--- src/rtl/pwm_sequencer.sv ---
// Steps a PWM generator through a host-programmed table of (A,B) duty values.
// Each frame is framed by a one-cycle strobe. A/B settle one cycle before that strobe.
module pwm_sequencer #(
  parameter int unsigned W     = 7,
  parameter int unsigned DEPTH = 8,
  parameter int unsigned AW    = 3,
  parameter int unsigned FW    = 8
) (
  input  logic            clkCore,
  input  logic            reset,
  input  logic            cfg_wr,
  output logic            cfg_ready,
  input  logic [AW-1:0]   cfg_addr,
  input  logic [W-1:0]    cfg_a,
  input  logic [W-1:0]    cfg_b,
  input  logic [AW:0]     seq_len,
  input  logic [FW-1:0]   frame_period,
  input  logic            loop,
  input  logic            start,
  input  logic            stop,
  output logic            frame_z,
  output logic            pwm_en,
  output logic [W-1:0]    A_val,
  output logic [W-1:0]    B_val,
  output logic [AW-1:0]   step_idx,
  output logic            busy,
  output logic            done,
  output logic            cfg_err
);

  localparam int unsigned LW = AW + 1;

  typedef enum logic [1:0] {IDLE, LOAD, RUN, DRAIN} state_t;

  state_t          state;
  logic [2*W-1:0]  tbl [DEPTH];
  logic [LW-1:0]   len_q;
  logic [FW-1:0]   per_q;
  logic [FW-1:0]   fcnt;
  logic            loop_q;

  logic [LW-1:0]   len_clamp;
  logic [FW-1:0]   per_clamp;
  logic [LW-1:0]   idx_inc;
  logic [AW-1:0]   next_idx;
  logic            last_step;
  logic            hold_ab;

  // Start-time operand conditioning and next-step arithmetic (indices wrap at L)
  assign len_clamp = (seq_len > LW'(DEPTH)) ? LW'(DEPTH) : seq_len;
  assign per_clamp = (frame_period < FW'(2)) ? FW'(2) : frame_period;
  assign idx_inc   = {1'b0, step_idx} + LW'(1);
  assign next_idx  = (idx_inc >= len_q) ? '0 : idx_inc[AW-1:0];
  assign last_step = (idx_inc >= len_q);
  assign hold_ab   = !loop_q && last_step;

  // Table storage survives reset; writes only land while the sequencer is idle
  always_ff @(posedge clkCore) begin
    if (reset && cfg_wr && cfg_ready) begin
      tbl[cfg_addr] <= {cfg_a, cfg_b};
    end
  end

  always_ff @(posedge clkCore) begin
    if (!reset) begin
      state     <= IDLE;
      cfg_ready <= 1'b1;
      frame_z   <= 1'b0;
      pwm_en    <= 1'b0;
      A_val     <= '0;
      B_val     <= '0;
      step_idx  <= '0;
      busy      <= 1'b0;
      done      <= 1'b0;
      cfg_err   <= 1'b0;
      len_q     <= '0;
      per_q     <= '0;
      fcnt      <= '0;
      loop_q    <= 1'b0;
    end else begin
      frame_z <= 1'b0;
      done    <= 1'b0;
      if (cfg_wr && !cfg_ready) begin
        cfg_err <= 1'b1;
      end

      case (state)
        IDLE: begin
          if (start) begin
            if (len_clamp == '0) begin
              cfg_err <= 1'b1;
            end else begin
              state            <= LOAD;
              len_q            <= len_clamp;
              per_q            <= per_clamp;
              loop_q           <= loop;
              cfg_err          <= 1'b0;
              {A_val, B_val}   <= tbl[AW'(0)];
              step_idx         <= '0;
              busy             <= 1'b1;
              cfg_ready        <= 1'b0;
            end
          end
        end

        // A stop seen during LOAD sends the first frame straight into DRAIN
        LOAD: begin
          state   <= stop ? DRAIN : RUN;
          frame_z <= 1'b1;
          pwm_en  <= 1'b1;
          fcnt    <= per_q - FW'(1);
        end

        RUN: begin
          if (fcnt == '0) begin
            if (stop || hold_ab) begin
              state     <= IDLE;
              pwm_en    <= 1'b0;
              busy      <= 1'b0;
              done      <= 1'b1;
              cfg_ready <= 1'b1;
            end else begin
              frame_z  <= 1'b1;
              fcnt     <= per_q - FW'(1);
              step_idx <= next_idx;
            end
          end else begin
            fcnt <= fcnt - FW'(1);
            if (stop) begin
              state <= DRAIN;
            end else if (fcnt == FW'(1) && !hold_ab) begin
              {A_val, B_val} <= tbl[next_idx];
            end
          end
        end

        DRAIN: begin
          if (fcnt == '0) begin
            state     <= IDLE;
            pwm_en    <= 1'b0;
            busy      <= 1'b0;
            done      <= 1'b1;
            cfg_ready <= 1'b1;
          end else begin
            fcnt <= fcnt - FW'(1);
          end
        end

        default: state <= IDLE;
      endcase
    end
  end

endmodule
--- config.mk ---
export PLATFORM = sky130hd
export DESIGN_NAME = pwm_sequencer
export DESIGN_NICKNAME = d
export VERILOG_FILES = /design/src/rtl/pwm_sequencer.sv
export SDC_FILE = /design/constraint.sdc
export NUM_CORES = 1
export LEC_CHECK = 0
export ABC_AREA = 1
export ABC_CLOCK_PERIOD_IN_PS = 4360
export BUFFER_PORTS_ARGS = -buffer_cell sky130_fd_sc_hd__buf_4
export CAP_MARGIN = 15
export CORE_MARGIN = 3
export CORE_UTILIZATION = 65
export DETAILED_ROUTE_END_ITERATION = 8
export MAX_ROUTING_LAYER = met4
export PLACE_DENSITY_LB_ADDON = 0.15
export SETUP_SLACK_MARGIN = 0.3
export SYNTH_ARGS = -nofsm -noshare
export SYNTH_HDL_FRONTEND = slang
export SYNTH_SLANG_ARGS = --single-unit
--- constraint.sdc ---
create_clock -name clkCore -period 4.36 [get_ports clkCore]
set_input_delay 0.218 -clock clkCore [delete_from_list [all_inputs] [get_ports clkCore]]
set_output_delay 0.218 -clock clkCore [all_outputs]
set_load 0.02 [all_outputs]
==> results of run 1 <==
registers in the layout, summed over array words and instances, names as in the netlist, 2 cells and up:
register,cells
A_val,7
step_idx,3
tbl,112
state,2
per_q,8
fcnt,8
B_val,7
len_q,4
report_power, final:
| group | switching [µW] | leakage, µW | internal (µW) |
|---|---|---|---|
| clock | 592 | 0.000269 | 842 |
| sequential | 113 | 0.00139 | 1790 |
| combinational | 1310 | 0.00236 | 630 |
| total | 2010 | 0.00402 | 3260 |
cell families (layout without fill, tap and decap cells):
kind of cell               Yosys count  in the layout  synth area share [%]
AOI/OAI and AO/OA                   70             70                  5.08
xor gates and xnor gates            10             10                  1.15
adders and majority gates           12             12                  1.97
buffers and inverters              201            265                  10.7
DFF                                158            158                  56.1
and+or+nand+nor                    450            450                  25.1
critical path, cell delays in order (launching register included):
cell and delay [ns]:
dfxtp_1 0.35, ha_1 0.23, xor2_1 0.17, ha_1 0.23, a21oi_4 0.43, nand4_2 0.82
inv_2 0.77, nand2_1 0.12, nand2_1 0.18, nand2_1 0.08, nand2_1 0.06, nand3_1 0.09
nand2_1 0.08, inv_1 0.05
per-layer routing:
layer  GRT usage [%]  up-vias  wire, µm  part of all wire [%]
li1                -     2972         -                     -
met1            39.6     2917      7670                    39
met2            52.0      327      9370                    48
met3            7.93       58      1900                   9.7
met4            12.2        0       672                   3.4
met5               -        -         0                     0
placed cells by master (no fill, tap or decap), types with 2 or more instances in the layout:
cell type / count
a211oi_1: 3
a21oi_1: 43
buf_4: 61
buf_6: 6
bufinv_16: 2
clkbuf_1: 2
clkbuf_16: 17
clkinv_1: 2
clkinv_4: 3
clkinvlp_4: 3
dfxtp_1: 46
edfxtp_1: 112
ha_1: 12
inv_1: 158
inv_2: 7
inv_6: 2
nand2_1: 220
nand2_2: 4
nand3_1: 61
nand3_2: 3
nand4_1: 32
nor2_1: 119
nor2_2: 2
nor3_1: 3
o21ai_0: 15
o22ai_1: 4
xor2_1: 9
metrics by stage:
| step | cells | hold WS (ns) | utilization [%] |
|---|---|---|---|
| floorplan | 901 | 0.317 | - |
| global placement | 1064 | 0.449 | 72.2 |
| detailed placement | 1068 | 0.455 | 72.6 |
| CTS | 1100 | 0.0394 | 77.7 |
| global route | 1105 | 0.0489 | 78.2 |
| finish | 1105 | 0.0467 | 78.2 |
area by class of cell:
cell class / instances / area share, %
sequential: 158 / 49.0
multi-input combinational: 542 / 29.1
inverter: 165 / 7.09
timing repair buffer: 68 / 6.24
clock buffer: 19 / 4.96
tap: 140 / 2.01
clock inverter: 13 / 1.59
how the worst max path moves through the flow:
stage	from	slack [ns]	cells past startpoint	to
6_report	step_idx[0]$_SDFFE_PN0P_	0.57	13	B_val[6]$_SDFFE_PN0P_
5_1_grt	step_idx[0]$_SDFFE_PN0P_	0.37	13	B_val[6]$_SDFFE_PN0P_
4_1_cts	step_idx[0]$_SDFFE_PN0P_	0.59	14	A_val[0]$_SDFFE_PN0P_
3_5_place_dp	step_idx[0]$_SDFFE_PN0P_	0.70	14	A_val[0]$_SDFFE_PN0P_
3_3_place_gp	step_idx[0]$_SDFFE_PN0P_	0.83	13	A_val[0]$_SDFFE_PN0P_
2_1_floorplan	step_idx[0]$_SDFFE_PN0P_	1.85	15	B_val[1]$_SDFFE_PN0P_
==> flow_summary.toml, run 1 <==
[placed_design]
gp_congestion = 0.940
hpwl_mm = 13.2
place_ws_ns = 0.695
io_buffers = 57
placed_area_um2 = 8110

[sta]
max_freq_mhz = 264
fin_crit_ns = 3.79
tightest_slew_ns = 1.02
rsz0062_at_grt = "no"
skew_ns = 0.0101
hold_violations = 0
slew_headroom_pct = 32.1
tns_ns = 0
min_period_over_period_pct = 86.9
slew_viol_final = 0
setup_slack_ns = 0.572
finalSetupViolCount = 0

[routing]
wl_mm = 19.6
ant_nets = 0
drc = 0
drtPass1Iterations = 5
vias = 6274
drt_iter0_drc = 778
avgViaCountPerCell = 5.68
wl_per_cell_um = 17.7

[floorplan]
io_pins = 58
core_um2 = 11200
die_height_um = 114
die_w_um = 114
rows = 38
initial_core_util_pct = 68.4
die-area_um2 = 13100

[synthesis]
yosysTopAreaCellShare_pct = 44.0
seq_area_frac_synth_pct = 56.1
ys.flop_type = "edfxtp_1"
yosys.area.top_type = "edfxtp_1"
yosysWarnings = 0
ys_ff_latch = 158
netlist_instances = 901
synthArstFlopShare_pct = 0
synthTopCellsByCount = "nand2_1 (220), inv_1 (158), nor2_1 (119), edfxtp_1 (112), nand3_1 (61)"
synthTopCellsByArea = "edfxtp_1 (44%), dfxtp_1 (12%), nand2_1 (11%), inv_1 (7.8%), nor2_1 (5.8%)"
synth.distinct_cells = 35
synth_edf_count = 112
syn_avg_cell_area_um2 = 8.48
syn-num-nets = 948
netlist_area_um2 = 7640
synth_most_common_cell = "nand2_1"

[clocking]
clock_tree.root_cell = "clkbuf_16"
ctsResizeCount = 0
clk_pin_slew_worst_paths_ns = 0.06
holdBufCountCts = 0
htreeDepth = 4
clk_latency_ns = 0.43
cts_setup_buffers = 0
cts_buffers = 17
cts_tree = "built"
clock_sinks = 158
cts.path.max_buffers = 2

[worst_hold_path]
worstHoldEndpoint = "tbl[5][13]$_DFFE_PP_"
worstHoldPathCells = 1
hold_start = "cfg_a[6]"
min_path_type = "input pin to register"

[cells_and_area]
ff_latch_area_um2 = 4280
postLayoutCellArea_um2 = 8740
num_antenna_cells = 0
n_fill_cell = 759
nets = 999
multi_input_comb_area_um2 = 2540
areaGrowthSynthToFinish_pct = 14.3
drive_gt1_share_pct = 12.0

[global_route]
grt_pass1_wl_mm = 30.9
grtUsageTotal_pct = 32.3
grt_pass1_vias = 5953
antenna_found_initial = 0
grt_max_degree = 58
grt_overflow = 0

[setup_path]
r2r-start = "step_idx[0]$_SDFFE_PN0P_"
crit_path_end_kind = "register"
r2r_end = "B_val[6]$_SDFFE_PN0P_"
ff2ff_setup_slack_ns = 0.57
crit_arrival_ns = 4.12
critPathMaxFanout = 30
worst-setup-path-type = "register to register"
reg2regPathDepth = 13
required_ns = 4.69
startpoint_type = "register"

[power]
power_uw = 5280
max-vdd-ir-drop_mv = 0.465
power_leakage_uw = 0.00402
powerDensity_nw_per_um2 = 604

[flow_run]
cap_violations = 0

[run_status]
status = "finished clean"
Note: power is estimated with default switching activity, not from simulation.
==> inputs of run 2 (changes only) <==
--- a/config.mk
+++ b/config.mk
@@ -5,15 +5,15 @@
 export SDC_FILE = /design/constraint.sdc
 export NUM_CORES = 1
 export LEC_CHECK = 0
-export ABC_AREA = 1
 export ABC_CLOCK_PERIOD_IN_PS = 4360
-export BUFFER_PORTS_ARGS = -buffer_cell sky130_fd_sc_hd__buf_4
 export CAP_MARGIN = 15
 export CORE_MARGIN = 3
 export CORE_UTILIZATION = 65
 export DETAILED_ROUTE_END_ITERATION = 8
+export DONT_BUFFER_PORTS = 1
 export MAX_ROUTING_LAYER = met4
 export PLACE_DENSITY_LB_ADDON = 0.15
+export RECOVER_POWER = 25
 export SETUP_SLACK_MARGIN = 0.3
 export SYNTH_ARGS = -nofsm -noshare
 export SYNTH_HDL_FRONTEND = slang
==> run 2 against run 1 <==
  * Global-route usage decreased by 3.0 points
  * Sequential share of layout area increased by 5.1 points
  * Hold slack improved by 0.0057 ns
  * Critical endpoint unchanged
  * Highest routed layer unchanged
==> flow_summary.toml, run 2 <==
[run_status]
status = "finished clean"

[setup_path]
required_ns = 4.82
startpoint_type = "register"
worst-setup-path-type = "register to register"
crit_arrival_ns = 3.90
cp_slowest_cell = "a21oi_2"
crit_path_end_kind = "register"
crit_chain = "ha_1 -> ha_1 -> or3b_2 -> a21oi_1 -> o2111ai_1 -> a21oi_2 -> buf_4 -> o21ai_0 -> a21oi_1"
critPathMaxStageDelay_ns = 0.60
critPathMaxFanout = 15

[synthesis]
netlist_instances = 568
synth_most_common_cell = "edfxtp_1"
yosysWarnings = 0
syn_avg_cell_area_um2 = 12.1
netlist_area_um2 = 6860
seq_area_frac_synth_pct = 62.5
syn-num-nets = 615
yosysTopAreaCellShare_pct = 49.0
ys.flop_type = "edfxtp_1"
synthTopCellsByArea = "edfxtp_1 (49%), dfxtp_1 (13%), mux2i_1 (5.3%), a21oi_1 (4.1%), a211oi_1 (3.9%)"
synthTopCellsByCount = "edfxtp_1 (112), a21oi_1 (56), dfxtp_1 (46), nand2_1 (40)"
synthArstFlopShare_pct = 0
synth_edf_count = 112
synth.distinct_cells = 51
yosys.area.top_type = "edfxtp_1"
ys_ff_latch = 158

[clocking]
cts.path.max_buffers = 2
clk_latency_ns = 0.54
clock_sinks = 158
htreeDepth = 4
clock_tree.root_cell = "clkbuf_8"
cts_buffers = 17
clk_pin_slew_worst_paths_ns = 0.07
ctsResizeCount = 0
cts_tree = "built"

[power]
power_leakage_uw = 0.00285
power_frac_seq_pct = 42.9
power_uw = 4710
powerDensity_nw_per_um2 = 595
p_sw_share_pct = 34.0
comb_power_share_pct = 25.2
internal_power_uw = 3110
max-vdd-ir-drop_mv = 0.485
clock_power_share_pct = 31.9
switchingPower_uw = 1600

[sta]
min_period_over_period_pct = 78.8
slew_viol_final = 0
max_freq_mhz = 291
skew_ns = 0.00441
setup_slack_ns = 0.923
tightest_slew_ns = 1.08
rsz0062_at_grt = "no"
finalSetupViolCount = 0
slew_headroom_pct = 27.9
tns_ns = 0
fin_crit_ns = 3.44
hold_violations = 0

[cells_and_area]
layout_commonest_cell = "edfxtp_1"
reg_top3 = "tbl x112, fcnt x8, per_q x8"
mostFrequentLayoutCells = "edfxtp_1 (112), a21oi_1 (55), dfxtp_1 (45)"
areaGrowthSynthToFinish_pct = 15.5
nets = 645
n_fill_cell = 622
postLayoutCellArea_um2 = 7920
largest_reg_flops = 112
num_antenna_cells = 0
drive_gt1_share_pct = 9.17
top_register = "tbl"

[placed_design]
io_buffers = 0
gp_congestion = 0.900
hpwl_mm = 9.30
placed_area_um2 = 6990
place_ws_ns = 1.05

[global_route]
grtUsageTotal_pct = 29.3
antenna_found_initial = 0
grt_pass1_vias = 4762
grt_overflow = 0
grt_max_degree = 51
grt_pass1_wl_mm = 24.9

[routing]
wl_mm = 15.9
avgViaCountPerCell = 6.45
vias = 4800
drtPass1Iterations = 5
wl_per_cell_um = 21.3
ant_nets = 0
drc = 0
drt_iter0_drc = 372

[floorplan]
die-area_um2 = 11800
core_um2 = 10000
rows = 36
die_w_um = 109
initial_core_util_pct = 68.6
die_height_um = 109
io_pins = 58

[flow_run]
cap_violations = 0

[worst_hold_path]
min_path_type = "input pin to register"
[run 2: changes by cell type in the layout (fill, tap and decap cells not counted), moves of 33 or more]
| cell | delta |
|---|---|
| nand2_1 | -180 |
| inv_1 | -142 |
| nor2_1 | -93 |
| nand3_1 | -54 |
| buf_4 | -51 |
| mux2i_1 | +36 |
| a211oi_1 | +33 |
| dlygate4sd3_1 | +33 |
[run 2: logic make-up (layout without fill, tap and decap cells)]
group / Yosys count / after routing / synth area share [%]
AOI/OAI and AO/OA: 163 / 163 / 15.3
xor gates and xnor gates: 9 / 9 / 1.15
adders and majority gates: 12 / 12 / 2.19
buffers and inverters: 49 / 92 / 2.90
DFF: 158 / 158 / 62.5
muxes: 36 / 36 / 5.25
and+or+nand+nor: 141 / 141 / 10.7
[run 2: final cells by class]
cell class	instances	area, µm²	share of cell area [%]
inverters	17	63.8	0.806
clock inverters	15	184	2.32
flip-flops and latches	158	4290	54.1
clock buffers	17	414	5.23
multi-input cells	361	2400	30.3
well taps	133	166	2.10
repair buffers	43	405	5.12
[run 2: repair_timing]
action,CTS,global route
buffers inserted,0,0
hold endpoints to repair,153,0
hold buffers,33,0
[run 2: per-stage QoR]
step | instances | util [%] | hold WS, ns
global placement | 679 | 69.9 | 0.317
detailed placement | 679 | 69.9 | 0.317
CTS | 744 | 79.2 | 0.0249
finish | 744 | 79.2 | 0.0525
global route | 744 | 79.2 | 0.0667
floorplan | 568 | - | 0.317
[run 2: worst paths after layout]
check | start | endpoint | slack, ns | cells after the start
worst max-delay path | step_idx[1]$_SDFFE_PN0P_ | B_val[6]$_SDFFE_PN0P_ | 0.92 | 9
worst min-delay path | stop | state[0]$_SDFFE_PN0P_ | 0.05 | 4
worst max register to register | step_idx[1]$_SDFFE_PN0P_ | B_val[6]$_SDFFE_PN0P_ | 0.92 | 9
worst min register to register | per_q[7]$_SDFFE_PN0P_ | per_q[7]$_SDFFE_PN0P_ | 0.50 | 2
[run 2: worst max-delay path: cells and delay by family (launching register included)]
family | cells | cell delay [ns]
compound gates | 5 | 1.51
fa+ha+maj | 2 | 0.56
flops | 1 | 0.49
simple gates | 1 | 0.46
buf+inv | 1 | 0.33
[run 2: power by group through the flow]
stage / sequential (µW) / combinational (µW) / clock (µW)
floorplan: 1990 / 920 / 0
global placement: 2040 / 1080 / 0
global route: 2040 / 1310 / 1570
finish: 2020 / 1190 / 1500
CTS: 2020 / 1170 / 1510
detailed placement: 2050 / 1110 / 0
[run 2: metal layers]
layer	part of all wire, %	GRT usage [%]	vias to the layer above	wire length, µm
met5	0	-	-	0
met4	1.6	10.4	0	246
met3	7.1	8.05	28	1120
met2	50	47.4	176	7960
met1	41	35.6	2360	6540
li1	-	-	2236	-
==> inputs of run 3 (changes only) <==
--- a/config.mk
+++ b/config.mk
@@ -5,10 +5,10 @@
 export SDC_FILE = /design/constraint.sdc
 export NUM_CORES = 1
 export LEC_CHECK = 0
-export ABC_CLOCK_PERIOD_IN_PS = 4360
+export ABC_CLOCK_PERIOD_IN_PS = 2900
 export CAP_MARGIN = 15
 export CORE_MARGIN = 3
-export CORE_UTILIZATION = 65
+export CORE_UTILIZATION = 57
 export DETAILED_ROUTE_END_ITERATION = 8
 export DONT_BUFFER_PORTS = 1
 export MAX_ROUTING_LAYER = met4
==> constraint.sdc (replaced) <==
create_clock -name clkCore -period 2.9 [get_ports clkCore]
set_input_delay 0.145 -clock clkCore [delete_from_list [all_inputs] [get_ports clkCore]]
set_output_delay 0.145 -clock clkCore [all_outputs]
set_load 0.02 [all_outputs]
==> run 3 against run 2 <==
  * Clock power up 38%
  * Maximum frequency up 34%
  * First-iteration DRC count up 28%
  * Power up 52%
  * Sequential share of layout area down 1.8 points
  * Core utilization down 8.3 points
  * Critical endpoint is now B_val[1]$_SDFFE_PN0P_
  * Largest power group unchanged
==> flow_summary.toml, run 3 (synthesis results as in run 2) <==
[cells_and_area]
top_register = "tbl"
layout_commonest_cell = "edfxtp_1"
reg_top3 = "tbl x112, fcnt x8, per_q x8"
mostFrequentLayoutCells = "edfxtp_1 (112), a21oi_1 (52), dfxtp_1 (42)"
nets = 659
areaGrowthSynthToFinish_pct = 19.6
largest_reg_flops = 112
num_antenna_cells = 0
drive_gt1_share_pct = 15.5

[sta]
hold_violations = 0
fin_crit_ns = 2.56
tns_ns = 0
rsz0062_at_grt = "yes"
tightest_slew_ns = 0.926
skew_ns = 0.00694
slew_headroom_pct = 38.1
finalSetupViolCount = 0
min_period_over_period_pct = 88.3
max_freq_mhz = 390
slew_viol_final = 0

[setup_path]
crit_chain = "ha_4 -> ha_4 -> or3b_4 -> a211o_4 -> buf_16 -> mux2i_2 -> a211oi_1 -> a221oi_1 -> a21oi_1"
critPathMaxFanout = 12
reg2regPathDepth = 9
critPathMaxStageDelay_ns = 0.42
ff2ff_setup_slack_ns = 0.34
required_ns = 3.22
startpoint_type = "register"
crit_arrival_ns = 2.88
crit_top_cell = "ha_4"
worst-setup-path-type = "register to register"
crit_path_end_kind = "register"
cp_slowest_cell = "or3b_4"

[power]
internal_power_uw = 4670
clock_power_share_pct = 28.8
comb_power_share_pct = 28.7
p_sw_share_pct = 34.9
power_uw = 7170
power_frac_seq_pct = 42.5
power_leakage_uw = 0.00294
switchingPower_uw = 2500
max-vdd-ir-drop_mv = 0.560
powerDensity_nw_per_um2 = 874

[clocking]
cts.path.max_buffers = 2
clock_tree.root_cell = "clkbuf_16"
cts_buffers = 17
cts_tree = "built"
clock_sinks = 158
clk_pin_slew_worst_paths_ns = 0.06
htreeDepth = 4
clk_latency_ns = 0.44

[floorplan]
die_height_um = 116
die_w_um = 116
rows = 39
initial_core_util_pct = 59.3
core_um2 = 11600
io_pins = 58
die-area_um2 = 13400

[routing]
vias = 4839
ant_nets = 0
avgViaCountPerCell = 6.30
drt_iter0_drc = 476
wl_mm = 16.3
wl_per_cell_um = 21.3
drc = 0
drtPass1Iterations = 5

[global_route]
grt_pass1_wl_mm = 25.1
grt_pass1_vias = 4716
grtUsageTotal_pct = 26.2
grt_max_degree = 51
grt_overflow = 0
antenna_found_initial = 0

[run_status]
status = "finished clean"

[flow_run]
cap_violations = 0

[placed_design]
gp_congestion = 0.815
hpwl_mm = 9.59
io_buffers = 0

[worst_hold_path]
worstHoldPathCells = 3
min_path_type = "input pin to register"
## run 3: cell types whose count changed in the layout (fill, tap and decap cells not counted), moves of 4 or more
| cell | previous run | this run |
|---|---|---|
| buf_4 | 10 | 25 |
| a221oi_1 | 13 | 7 |
| a221oi_2 | 0 | 6 |
| dlygate4sd3_1 | 33 | 27 |
| nor2_1 | 26 | 30 |
| nor2_2 | 4 | 0 |
## run 3: layout make-up
class / count / area, µm²
timing repair buffer: 57 / 562
clock buffer: 18 / 439
sequential: 158 / 4290
multi-input combinational: 361 / 2560
tap: 143 / 179
clock inverter: 14 / 106
fill: 763 / 3360
inverter: 17 / 63.8
## run 3: power by group through the flow
stage | Clock, µW | Combinational [µW] | Sequential [µW]
2_1_floorplan | 0 | 1410 | 3000
3_3_place_gp | 0 | 1730 | 3090
3_5_place_dp | 0 | 1770 | 3090
4_1_cts | 2090 | 1930 | 3050
5_1_grt | 2180 | 2250 | 3080
6_report | 2070 | 2060 | 3050
## run 3: path summary, 6_finish.rpt
kind	startpoint	endpoint
worst max-delay path	step_idx[0]$_SDFFE_PN0P_	B_val[1]$_SDFFE_PN0P_
worst min-delay path	seq_len[1]	len_q[1]$_SDFFE_PN0P_
worst max register to register	step_idx[0]$_SDFFE_PN0P_	B_val[1]$_SDFFE_PN0P_
worst min register to register	per_q[7]$_SDFFE_PN0P_	per_q[7]$_SDFFE_PN0P_
## run 3: per-stage QoR
step	hold WS, ns	utilization, %	setup slack, ns	std cells	area, µm²
floorplan	0.244	-	0.243	568	6940
global placement	0.244	61.8	0.281	703	7140
detailed placement	0.244	61.8	0.175	703	7140
CTS	0.00650	69.5	0.305	764	8040
global route	0.0293	70.9	0.249	768	8200
finish	0.0136	70.9	0.339	768	8200
## run 3: worst max-delay path, delay by kind of cell (launching register included)
family	cells	cell delay, ns
flops	1	0.36
simple gates	1	0.42
buf+inv	1	0.18
mux	1	0.18
compound gates	4	0.86
fa+ha+maj	2	0.43
## run 3: repair_timing
item	CTS	global route
buffers inserted	1	3
pin swaps	1	15
hold endpoints to repair	147	0
endpoints found under the setup margin	21	24
hold buffers	27	0
gates resized for setup	8	23
gates cloned	1	1
## run 3: routing by layer
layer  part of all wire (%)  routed length, µm  track usage (%)  vias up
met3                    6.1                993             8.88       49
met5                      0                  0                -        -
li1                       -                  -                -     2255
met2                     50               8240             42.2      180
met4                    3.1                509             10.8        0
met1                     40               6610             30.2     2355
